<file path="config.mk">
export PLATFORM = sky130hd
export DESIGN_NAME = om_rd_arbiter
export DESIGN_NICKNAME = d
export VERILOG_FILES = /design/src/rtl/om_rd_arbiter.sv
export SDC_FILE = /design/constraint.sdc
export NUM_CORES = 1
export LEC_CHECK = 0
export CORE_ASPECT_RATIO = 2
export CORE_UTILIZATION = 31
export CTS_CLUSTER_DIAMETER = 120
export CTS_CLUSTER_SIZE = 28
export DETAILED_ROUTE_END_ITERATION = 7
export HOLD_SLACK_MARGIN = 0.1
export PLACE_DENSITY_LB_ADDON = 0.08
export SLEW_MARGIN = 40
export SYNTH_ARGS = -nofsm -noshare
export SYNTH_HDL_FRONTEND = slang
export SYNTH_SLANG_ARGS = --single-unit
</file>
<file path="constraint.sdc">
create_clock -name iClk -period 1.8 [get_ports iClk]
set_input_delay 0.18 -clock iClk [delete_from_list [all_inputs] [get_ports iClk]]
set_output_delay 0.18 -clock iClk [all_outputs]
set_load 0.005 [all_outputs]
</file>
<file path="src/rtl/om_rd_arbiter.sv">
// om_rd_arbiter: owner-tagged OM read-port arbiter, max-scan (A) vs threshold (B).
// Define OM_ARB_STARVE_EN to bound how long a locked burst can hold off the other side.
module om_rd_arbiter #(
   parameter int ADDR_W     = 13,
   parameter int DATA_W     = 32,
   parameter int RD_LAT     = 2,
   parameter int STARVE_MAX = 15
) (
   input  logic              iClk,
   input  logic              iReset_n,
   input  logic              iReq_a,
   input  logic [ADDR_W-1:0] iAddr_a,
   input  logic              iLock_a,
   input  logic              iReq_b,
   input  logic [ADDR_W-1:0] iAddr_b,
   input  logic              iLock_b,
   output logic              oGnt_a,
   output logic              oGnt_b,
   output logic              oRd_OM,
   output logic [ADDR_W-1:0] oAddr_OM,
   input  logic [DATA_W-1:0] iData_OM,
   output logic              oValid_a,
   output logic              oValid_b,
   output logic [DATA_W-1:0] oData
);

   localparam logic [1:0] IDLE  = 2'd0;
   localparam logic [1:0] OWN_A = 2'd1;
   localparam logic [1:0] OWN_B = 2'd2;

   if (RD_LAT < 1 || RD_LAT > 4 || STARVE_MAX < 1) begin : g_bad_param
      $error("om_rd_arbiter: parameter out of range");
   end

   logic [1:0]        state_q, state_d;
   logic              last_b_q;
   logic              rd_q, gnt_a_q, gnt_b_q;
   logic              gnt_a_d, gnt_b_d;
   logic [ADDR_W-1:0] addr_q, addr_d;
   logic [RD_LAT-1:0] tag_v_q, tag_b_q;

`ifdef OM_ARB_STARVE_EN
   localparam int CNT_W = $clog2(STARVE_MAX + 1);
   localparam logic [CNT_W-1:0] STARVE_LIM = CNT_W'(STARVE_MAX);

   logic [CNT_W-1:0] starve_q, starve_d;
   logic             wait_other;

   assign wait_other = (state_q == OWN_A && iReq_b) ||
                       (state_q == OWN_B && iReq_a);
`endif

   always_comb begin
      state_d = state_q;
      gnt_a_d = 1'b0;
      gnt_b_d = 1'b0;
      case (state_q)
         IDLE: begin
            // On contention the side that did not issue last wins
            if (iReq_a && iReq_b) begin
               gnt_a_d = last_b_q;
               gnt_b_d = !last_b_q;
            end else begin
               gnt_a_d = iReq_a;
               gnt_b_d = iReq_b;
            end
            if (gnt_a_d && iLock_a)
               state_d = OWN_A;
            else if (gnt_b_d && iLock_b)
               state_d = OWN_B;
         end
         OWN_A: begin
            gnt_a_d = iReq_a;
            if (!(iReq_a && iLock_a))
               state_d = IDLE;
         end
         OWN_B: begin
            gnt_b_d = iReq_b;
            if (!(iReq_b && iLock_b))
               state_d = IDLE;
         end
         default: state_d = IDLE;
      endcase
`ifdef OM_ARB_STARVE_EN
      starve_d = starve_q;
      if (wait_other) begin
         if (starve_q == STARVE_LIM) begin
            gnt_a_d  = (state_q == OWN_B);
            gnt_b_d  = (state_q == OWN_A);
            state_d  = IDLE;
            starve_d = '0;
         end else begin
            starve_d = starve_q + 1'b1;
         end
      end
      if (state_d == IDLE)
         starve_d = '0;
`endif
   end

   always_comb begin
      addr_d = addr_q;
      if (gnt_a_d)
         addr_d = iAddr_a;
      else if (gnt_b_d)
         addr_d = iAddr_b;
   end

   always_ff @(posedge iClk) begin
      if (!iReset_n) begin
         state_q  <= IDLE;
         last_b_q <= 1'b1;
         rd_q     <= 1'b0;
         gnt_a_q  <= 1'b0;
         gnt_b_q  <= 1'b0;
         addr_q   <= '0;
         tag_v_q  <= '0;
         tag_b_q  <= '0;
      end else begin
         state_q <= state_d;
         rd_q    <= gnt_a_d | gnt_b_d;
         gnt_a_q <= gnt_a_d;
         gnt_b_q <= gnt_b_d;
         addr_q  <= addr_d;
         if (gnt_a_d | gnt_b_d)
            last_b_q <= gnt_b_d;
         // Tag enters while the strobe is on the bus; tail lines up with data
         tag_v_q[0] <= rd_q;
         tag_b_q[0] <= gnt_b_q;
         for (int i = 1; i < RD_LAT; i++) begin
            tag_v_q[i] <= tag_v_q[i-1];
            tag_b_q[i] <= tag_b_q[i-1];
         end
      end
   end

`ifdef OM_ARB_STARVE_EN
   always_ff @(posedge iClk) begin
      if (!iReset_n)
         starve_q <= '0;
      else
         starve_q <= starve_d;
   end
`endif

   assign oRd_OM   = rd_q;
   assign oGnt_a   = gnt_a_q;
   assign oGnt_b   = gnt_b_q;
   assign oAddr_OM = addr_q;
   assign oValid_a = tag_v_q[RD_LAT-1] & ~tag_b_q[RD_LAT-1];
   assign oValid_b = tag_v_q[RD_LAT-1] &  tag_b_q[RD_LAT-1];
   assign oData    = iData_OM;

endmodule

</file>
* Word level (Yosys, flattened, before mapping)
Cells that the tools add are included.
** Storage, ports and cells
- Register bits after elaboration :: 23
- Output and inout bits :: 50
** Operators by class
- Eq/ne operators :: 5
- Bitwise gates (word level) :: 4
- Reduce and logical (&&, ||, !) cells :: 9
- Multiplexer cells :: 13
** Operators with widths (number)
- 13-bit 2-to-1 mux :: 2
- 2-bit 2-to-1 mux :: 4
- 2-bit one-hot mux with 3 select lines :: 1
- 1-bit logical AND :: 5
- 1-bit 2-to-1 mux :: 4
- 2-bit != test, second input constant :: 2
- 1-bit one-hot mux with 2 select lines :: 2
- 3-bit != test, second input constant :: 1
- 3-bit AND reduction :: 1
- 1-bit AND :: 2
- 2-bit by 1-bit equality test with 1-bit output, second input constant :: 1
- 2-bit equality test, second input constant :: 1
- 2-bit zero test :: 1
- 2-bit nonzero test :: 1
- 1-bit zero test :: 1
- 1-bit inverter :: 1
- 1-bit OR :: 1

* Logic depth before layout (Yosys ltp)
Gate-level depths: netlist of run 1.
- Depth after elaboration :: 7
- Depth in mapped cells :: 5
- Depth with buffers taken out :: 3

* Worst setup path after synthesis of run 1
Ideal clock, no wire load.
- Kind :: register to register
- Start :: register last_b_q
- End :: register addr_q[8] (netlist: oAddr_OM[8])
- Cell stages (with the launch flop) :: 6
- Setup slack :: 0.325 ns
- Arrival time :: 1.353 ns
- Clock period less this slack :: 1.475 ns
- Data required time :: 1.678 ns
- Library setup time :: 0.122 ns
- Cells stage by stage :: dfxtp_1 > or3b_1 > buf_6 > buf_6 > and3_1 > o311a_1
** On the way
- Longest elaborated chain between the ends :: 5
- Elaborated cells on any way between the ends :: 9
- Those cells by class :: mux (7); reduce/logical (2)
** RTL lines
- start, declared :: RTL line 36 : logic last_b_q;
- start signal, assigned :: RTL line 126 : last_b_q <= gnt_b_d;
- 1-bit zero test :: RTL line 62 : gnt_b_d = !last_b_q;
- 1-bit 2-to-1 mux :: RTL line 60 : if (iReq_a && iReq_b) begin
- 1-bit 2-to-1 mux :: RTL line 57 : case (state_q)
- 1-bit one-hot mux with 2 select lines :: RTL line 57
- 2-bit nonzero test (no source line)
- end signal, assigned :: RTL line 124 : addr_q <= addr_d;
- end, declared :: RTL line 39 : logic [ADDR_W-1:0] addr_q, addr_d;
Parallel ways exist; a longest one is shown, timed or not. The select of a mux whose other input is x is not followed.
A chain may end at the register's enable or synchronous reset.

* Worst setup path in the final report of run 1
- Start :: input iReq_b
- End :: register addr_q[12] (netlist: oAddr_OM[12])
** On the way
- Longest elaborated chain between the ends :: 5
- Elaborated cells on any way between the ends :: 9
- Those cells by class :: mux (7); reduce/logical (2)
** RTL lines
- start, declared :: RTL line 14 : input logic iReq_b,
- 1-bit logical AND :: RTL line 60
- 1-bit 2-to-1 mux :: RTL line 60
- 1-bit 2-to-1 mux :: RTL line 57
- 1-bit one-hot mux with 2 select lines :: RTL line 57
- 13-bit 2-to-1 mux / 2-bit nonzero test (equally long branches)
Parallel ways exist; a longest one is shown, timed or not. The select of a mux whose other input is x is not followed.

==> results of run 1 <==
[layout make-up]
class	instances	area (um^2)
clock buffer	4	45.0
sequential	23	460
multi-input combinational	69	514
fill	409	2250
tap	51	63.8
inverter	1	3.75
timing repair buffer	55	548
[worst paths after layout]
check | from | endpoint | slack (ns) | cells past startpoint
hold / removal | iData_OM[0] | oData[0] | 0.36 | 0
setup reg to reg | last_b_q | oAddr_OM[12] | 0.25 | 4
hold reg to reg | tag_v_q[0] | tag_v_q[1] | 0.44 | 1
setup / recovery | iReq_b | oAddr_OM[12] | 0.21 | 5
[cell usage after synthesis (all sizes together)]
| master | n |
|---|---|
| o311a | 13 |
| buf | 34 |
| o211ai | 1 |
| inv | 1 |
| or3b | 1 |
| clkbuf | 9 |
| dfxtp | 23 |
| or3 | 13 |
| a21boi | 13 |
| and2 | 6 |
| nor2b | 4 |
| and3 | 15 |
| nor2 | 1 |
| and4 | 1 |
| nand2 | 1 |
[per-layer routing]
layer  up-vias  GRT usage, %
met5         -             0
met4         0          7.38
met3        10          2.92
met2        37          24.1
met1       488          16.9
li1        482             -
[cells in the final DEF, fill, tap and decap left out]
cell type and n:
sky130_fd_sc_hd__clkdlybuf4s50_1 49, sky130_fd_sc_hd__dfxtp_1 23, sky130_fd_sc_hd__a21boi_0 13, sky130_fd_sc_hd__or3_1 13, sky130_fd_sc_hd__o311a_1 13, sky130_fd_sc_hd__and3_1 7
sky130_fd_sc_hd__and3_2 7, sky130_fd_sc_hd__and2_1 6, sky130_fd_sc_hd__buf_4 5, sky130_fd_sc_hd__nor2b_1 3, sky130_fd_sc_hd__clkbuf_8 3, sky130_fd_sc_hd__nor2b_2 1
sky130_fd_sc_hd__or3b_1 1, sky130_fd_sc_hd__nor2_1 1, sky130_fd_sc_hd__and3_4 1, sky130_fd_sc_hd__nand2_1 1, sky130_fd_sc_hd__and4_1 1, sky130_fd_sc_hd__inv_1 1
sky130_fd_sc_hd__o211ai_1 1, sky130_fd_sc_hd__clkbuf_1 1, sky130_fd_sc_hd__buf_12 1
[state kept, by name (all words and copies together) (netlist names)]
register	count
state_q	2
last_b_q	1
oGnt_b	1
oAddr_OM	13
tag_v_q	2
tag_b_q	2
oRd_OM	1
oGnt_a	1
[logic make-up after synthesis]
kind of cell | share of synthesized area [%]
DFF | 36.2
AOI/OAI and AO/OA | 18.5
buffers and inverters | 23.6
and+or+nand+nor | 21.7
[where the power goes]
group          switching (mW)  internal (mW)
clock                   0.163          0.158
combinational          0.0953          0.184
sequential             0.0191          0.548
[stage by stage]
step / utilization [%] / area, um^2 / setup WS (ns) / power [mW] / TNS (ns)
after detailed placement: 40.9 / 1590 / -0.0594 / 0.861 / -0.490
after floorplan: - / 1270 / 0.325 / 0.750 / 0
after CTS: 42.1 / 1640 / 0.211 / 1.18 / 0
after global placement: 40.9 / 1590 / -0.0206 / 0.855 / -0.142
final: 42.1 / 1640 / 0.215 / 1.17 / 0
after global routing: 42.1 / 1640 / 0.185 / 1.24 / 0
[worst register-to-register path: stages, from the launching register on]
cell and delay [ns]:
sky130_fd_sc_hd__dfxtp_1 0.33, sky130_fd_sc_hd__or3b_1 0.38, sky130_fd_sc_hd__buf_4 0.22, sky130_fd_sc_hd__and3_2 0.23, sky130_fd_sc_hd__o311a_1 0.28
==> results_tabular.tex, run 1 <==
\begin{tabular}{lr}
\hline
Metric & Value \\
\hline
\multicolumn{2}{l}{\textbf{Timing}} \\
\quad RSZ-0062 raised after global routing & no \\
\quad Post-layout minimum cycle time & roughly 1.6 ns \\
\quad Maximum clock frequency & approximately 0.63 GHz \\
\quad Portion of the clock cycle consumed by the worst path in the final layout & between 80\% and 90\% \\
\quad Worst slew margin & 70.6\% \\
\quad Hold slack & around 0.36 ns \\
\quad Final setup vio count & 0 \\
\quad Max Clock Skew & about 0.0053 ns \\
\quad Worst-Margin Slew & 0.440 ns \\
\quad Final hold violations & 0 \\
\quad Final slew viol count & 0 \\
\multicolumn{2}{l}{\textbf{Worst setup path}} \\
\quad Cell chain of the critical path & clkdlybuf4s50\_1, or3b\_1, buf\_4, and3\_2, o311a\_1 \\
\quad Kind of critical path & in -> reg \\
\quad Buffers and inverters on the worst path & 2 \\
\quad Sort of element at the start of the critical path & primary input \\
\quad Worst endpoint required time & between 1.5 and 2 ns \\
\quad Slowest stage cell on the critical path & sky130\_fd\_sc\_hd\_\_clkdlybuf4s50\_1 \\
\quad Data arrival time at the worst-slack endpoint & 1.74 ns \\
\quad Maximum fanout along the worst path & 28 \\
\quad Delay of the slowest cell on the worst path & $\sim$0.47 ns \\
\quad Dominant delay contributor by cell family on the critical path & buffers and inverters \\
\quad Sort of element at the end of the critical path & register \\
\multicolumn{2}{l}{\textbf{Die}} \\
\quad Standard cell core area & 0.00388 mm\^{}2 \\
\quad Die outline area & 0.00438 mm\^{}2 \\
\quad Standard-cell rows & 32 \\
\quad Height of the die & 92.6 um \\
\quad IO Count & around 110 \\
\quad Starting density of the core & between 30\% and 40\% \\
\quad Die width & 47.3 um \\
\multicolumn{2}{l}{\textbf{Pwr}} \\
\quad Static leakage power & just under 0.7 nW \\
\quad Power Dens Cells & just over 700 mW/mm\^{}2 \\
\quad Worst VDD drop & around 0.44 mV \\
\multicolumn{2}{l}{\textbf{Place}} \\
\quad Dpl hpwl & approximately 2200 um \\
\quad Count of input and output buffers & slightly below 50 \\
\quad Placed instance count & 199 \\
\quad Final weighted congestion in routability-driven placement & roughly 0.64 \\
\multicolumn{2}{l}{\textbf{GRT}} \\
\quad First-pass GRT wire length & 4700 um \\
\quad Largest net degree at the start of global routing & 33 \\
\quad Sum of overflow across all layers after global routing & 0 \\
\quad Number of global-route vias before repair & 1018 \\
\quad Antenna violations before repair & 0 \\
\quad Global-route total usage across every layer & approximately 15\% \\
\multicolumn{2}{l}{\textbf{Drt}} \\
\quad Met3 routed WL & around 140 um \\
\quad Average wire per cell in the routed design & between 10 and 15 um \\
\quad Metal-1 WL & 1190 um \\
\quad Via density per instance & 5.01 \\
\quad DR WL met2 & 1620 um \\
\quad Detailed Route Iter0 Violations & 4 \\
\quad Detailed-route DRC error count & 0 \\
\quad Routed Antenna Nets & 0 \\
\quad Routed vias & slightly above 1k \\
\quad Highest Signal Layer & met4 \\
\quad First drt pass iteration count & 2 \\
\quad Routed Wire Length & between 3000 and 4000 um \\
\multicolumn{2}{l}{\textbf{Logic synthesis}} \\
\quad Yosys synthesis warning count & 0 \\
\quad Unique masters post-synth & 18 \\
\quad Avg Synthesized Cell Area & between 9 and 10 um\^{}2 \\
\quad Area share of the largest cell type after synthesis & about 36\% \\
\quad Instance count of the mapped netlist & roughly 140 \\
\quad Post-synthesis register bit count & 23 \\
\quad Total standard cell area after synthesis & between 0.001 and 0.0015 mm\^{}2 \\
\quad Seq/Total Area, Yosys & 36.2\% \\
\quad Mapped Nets & 200 \\
\quad Top area cells in the synthesized netlist & sky130\_fd\_sc\_hd\_\_dfxtp\_1 (36\%), sky130\_fd\_sc\_hd\_\_buf\_4 (19\%), sky130\_fd\_sc\_hd\_\_o311a\_1 (10\%) \\
\quad Post-synth top area cell & sky130\_fd\_sc\_hd\_\_dfxtp\_1 \\
\multicolumn{2}{l}{\textbf{Clock network}} \\
\quad CTS tree & built \\
\quad Number of buffers added by the clock tree synthesis step & 3 \\
\quad Post-cts hold buffer count & 0 \\
\quad Root cell of the clock tree & sky130\_fd\_sc\_hd\_\_clkbuf\_8 \\
\quad Clock transition at the registers of the reported paths & around 0.080 ns \\
\quad Clk buf depth & 2 \\
\quad Clock sinks & 23 \\
\quad Clock H-tree levels & 1 \\
\quad Latest clock arrival within the worst-skew pair & roughly 0.26 ns \\
\quad Number of cells upsized or downsized after cts & 0 \\
\quad Buffers inserted by post-CTS timing repair & 0 \\
\multicolumn{2}{l}{\textbf{Cells and area}} \\
\quad Share of final-layout standard cells stronger than drive strength 1 & a little under an eighth \\
\quad Non-filler cells in the finished layout & just over 200 \\
\quad Antenna Cells & 0 \\
\quad Area growth from synthesis to layout & 28.5\% \\
\quad Post-layout nets & $\sim$220 \\
\multicolumn{2}{l}{\textbf{Job}} \\
\quad Count of max-cap constraint violations & 0 \\
\multicolumn{2}{l}{\textbf{Outcome}} \\
\quad Outcome & completed \\
\multicolumn{2}{l}{\textbf{Worst hold path}} \\
\quad Worst min-delay path class & in -> out \\
\hline
\end{tabular}
Power figures use the tool's default switching activity.
==> run 2: changes to the inputs <==
--- a/config.mk
+++ b/config.mk
@@ -12,6 +12,7 @@
 export DETAILED_ROUTE_END_ITERATION = 7
 export HOLD_SLACK_MARGIN = 0.1
 export PLACE_DENSITY_LB_ADDON = 0.08
+export SKIP_CTS_REPAIR_TIMING = 1
 export SLEW_MARGIN = 40
 export SYNTH_ARGS = -nofsm -noshare
 export SYNTH_HDL_FRONTEND = slang
==> results of run 2 <==
Same layout as run 1: the final DEF is identical, and so are final timing and power.
==> RTL change (config.mk and constraints of run 2) <==
Build with the macro `OM_ARB_STARVE_EN` defined.
--- a/src/rtl/om_rd_arbiter.sv
+++ b/src/rtl/om_rd_arbiter.sv
@@ -1,5 +1,7 @@
 // om_rd_arbiter: owner-tagged OM read-port arbiter, max-scan (A) vs threshold (B).
 // Define OM_ARB_STARVE_EN to bound how long a locked burst can hold off the other side.
+`define OM_ARB_STARVE_EN
+
 module om_rd_arbiter #(
    parameter int ADDR_W     = 13,
    parameter int DATA_W     = 32,
Function: no difference found for any inputs over 10 cycles, from zero or initial values and one cycle with iReset_n low; that may be too few to reach the edited logic, so the function may still have changed.
==> RTL change against run 2 <==
- power up 8.8%
- clock power rose by 4%
- synthesized area increased by 10%
- routed wire length up 8.6%
- final area rose by 18%
- sequential cell count rose by 4
- non-clock buffer count increased by 12
- worst setup slack worse by 0.16 ns
- die area rose by 10%
- combinational power barely moved
==> RTL change: results (changes against run 2) <==
Result of the run = finished, final reports clean (unchanged)
Number of different library cells in the post-synthesis netlist = 30 (was 18)
Post-placement setup slack = -0.155 ns (was -0.0594 ns)
Pin count of the biggest net entering global routing = 16 (was 33)
Total routing usage reported by global routing = 0.137 (was 0.147)
Routed vias/inst = 4.85 (was 5.01)
Syn nets = 209 (was 200)
Fill cell instance count of the final layout = 464 (was 409)
Clock-pin slew on the worst setup and hold paths = 0.09 ns
Leakage Power = 0.000773 µW (was 0.000687 µW)
Clock latency on the worst-skew pair = 0.26 ns (about the same)
Number of antenna repair diodes = 0 (unchanged)
Switching part of the total = 0.230 (was 0.238)
Predominant post-synthesis flop cell = dfxtp_1 (unchanged)
Ranking of synthesized cells by area = dfxtp_1 39%, buf_4 17%, mux2i_1 9.3% (was dfxtp_1 36%, buf_4 19%, o311a_1 10%)
Fraction of final layout cells sized beyond drive strength 1 = 0.206 (was 0.118)
Synth cell count leaders = 32 x buf_4, 27 x dfxtp_1, 13 x mux2i_1, 13 x o2bb2ai_1, 9 x nand2_1 (was 32 x buf_4, 23 x dfxtp_1, 13 x a21boi_0, 13 x o311a_1, 13 x or3_1)
Count of input and output buffers = 49 (unchanged)
Area of placed instances = 1810 µm² (was 1590 µm²)
Start point of the critical path = starve_q[1] (was iReq_b)
Part of the Yosys area used for sequential elements = 0.385 (was 0.362)
Capture point of the worst path = oAddr_OM[1] (was oAddr_OM[12])
Drt first pass iters = 4 (was 2)
Final RePlAce weighted congestion = 0.794 (was 0.643)
WP data arrival = 1.91 ns (was 1.74 ns)
Worst voltage drop across the vdd grid = 433 µV (was 438 µV)
Iter 0 DRT Violations = 17 (was 4)
Largest driver fanout on the critical path = 7 (was 28)
Worst R2R Path Depth = 7 (was 4)
WL per Instance = 14.0 µm (was 14.8 µm)
Flip-flop count of the largest register, all copies and words added = 13 (unchanged)
Root Buffer = clkbuf_8 (unchanged)
Worst-case setup margin in the final layout = 0.0508 ns (was 0.215 ns)
Vias in the first global route = 1162 (was 1018)
Type of the most critical hold path = primary input to output port (unchanged)
H-tree levels = 1 (unchanged)
Clock Skews = 0.00206 ns (was 0.00532 ns)
Wire length of the first global-routing pass = 5160 µm (was 4700 µm)
HPWL after DPL = 2460 µm (was 2200 µm)
Net count of the finished layout = 246 (was 217)
Worst-Margin Slew = 0.575 ns (was 0.440 ns)
-- RTL change: changes by cell type after synthesis, moves of 8 or more --
cell / before / now
a21boi_0: 13 / 1
clkbuf_1: 9 / 0
mux2i_1: 0 / 13
nand2_1: 1 / 9
o2bb2ai_1: 0 / 13
o311a_1: 13 / 0
or3_1: 13 / 0
-- RTL change: kinds of logic after synthesis --
group                    count (synthesis)  synth area share
multiplexers                            14             0.109
flip-flops                              27             0.385
adder cells (fa/ha/maj)                  1           0.00891
buffers and inverters                   38             0.208
XOR/XNOR                                 1           0.00624
AO/OA/AOI/OAI                           27             0.148
AND/OR/NAND/NOR                         36             0.135
-- RTL change: power groups by stage --
stage | logic [µW] | registers (µW) | clock network (µW)
floorplan | 158 | 670 | 0
global placement | 264 | 670 | 0
detailed placement | 268 | 670 | 0
CTS | 269 | 657 | 350
global route | 302 | 663 | 379
finish | 278 | 658 | 334
-- RTL change: worst min-delay path by stage --
stage                 startpoint         end  slack [ns]  cells after the start
finish               iData_OM[9]    oData[9]        0.36                      0
global route        iData_OM[30]   oData[30]        0.36                      0
CTS                 iData_OM[23]   oData[23]        0.36                      0
detailed placement  iData_OM[23]   oData[23]        0.36                      0
global placement    iData_OM[23]   oData[23]        0.36                      0
floorplan               iReset_n  tag_b_q[0]        0.30                      1
-- RTL change: per-stage QoR --
stage | hold WS, ns | power, µW | std cells
after floorplan | 0.302 | 828 | 144
after global placement | 0.360 | 934 | 226
after detailed placement | 0.360 | 938 | 226
after CTS | 0.360 | 1280 | 230
after global routing | 0.360 | 1340 | 234
final | 0.360 | 1270 | 234
-- RTL change: area by class of cell --
class	count	area, µm²	area share
Timing Repair Buffer	67	656	0.339
Multi-Input combinational cell	79	607	0.314
Sequential cell	27	546	0.282
Tap cell	54	67.6	0.0350
Clock buffer	4	45.0	0.0233
Inverter	3	11.3	0.00583
-- RTL change: worst max-delay path, stage by stage, from the launching register on --
cell	delay, ns
dfxtp_2	0.37
ha_4	0.15
nand3_4	0.09
o21ba_4	0.27
mux2i_4	0.29
clkbuf_16	0.20
mux2i_1	0.18
o2bb2ai_1	0.08
-- RTL change: routing by layer --
| metal | wire length (µm) | global-route usage | vias up |
|---|---|---|---|
| li1 | - | - | 534 |
| met1 | 1130 | 0.129 | 524 |
| met4 | 29 | 0.0571 | 0 |
| met5 | 0 | 0 | - |
| met2 | 1820 | 0.240 | 74 |
| met3 | 292 | 0.0673 | 4 |
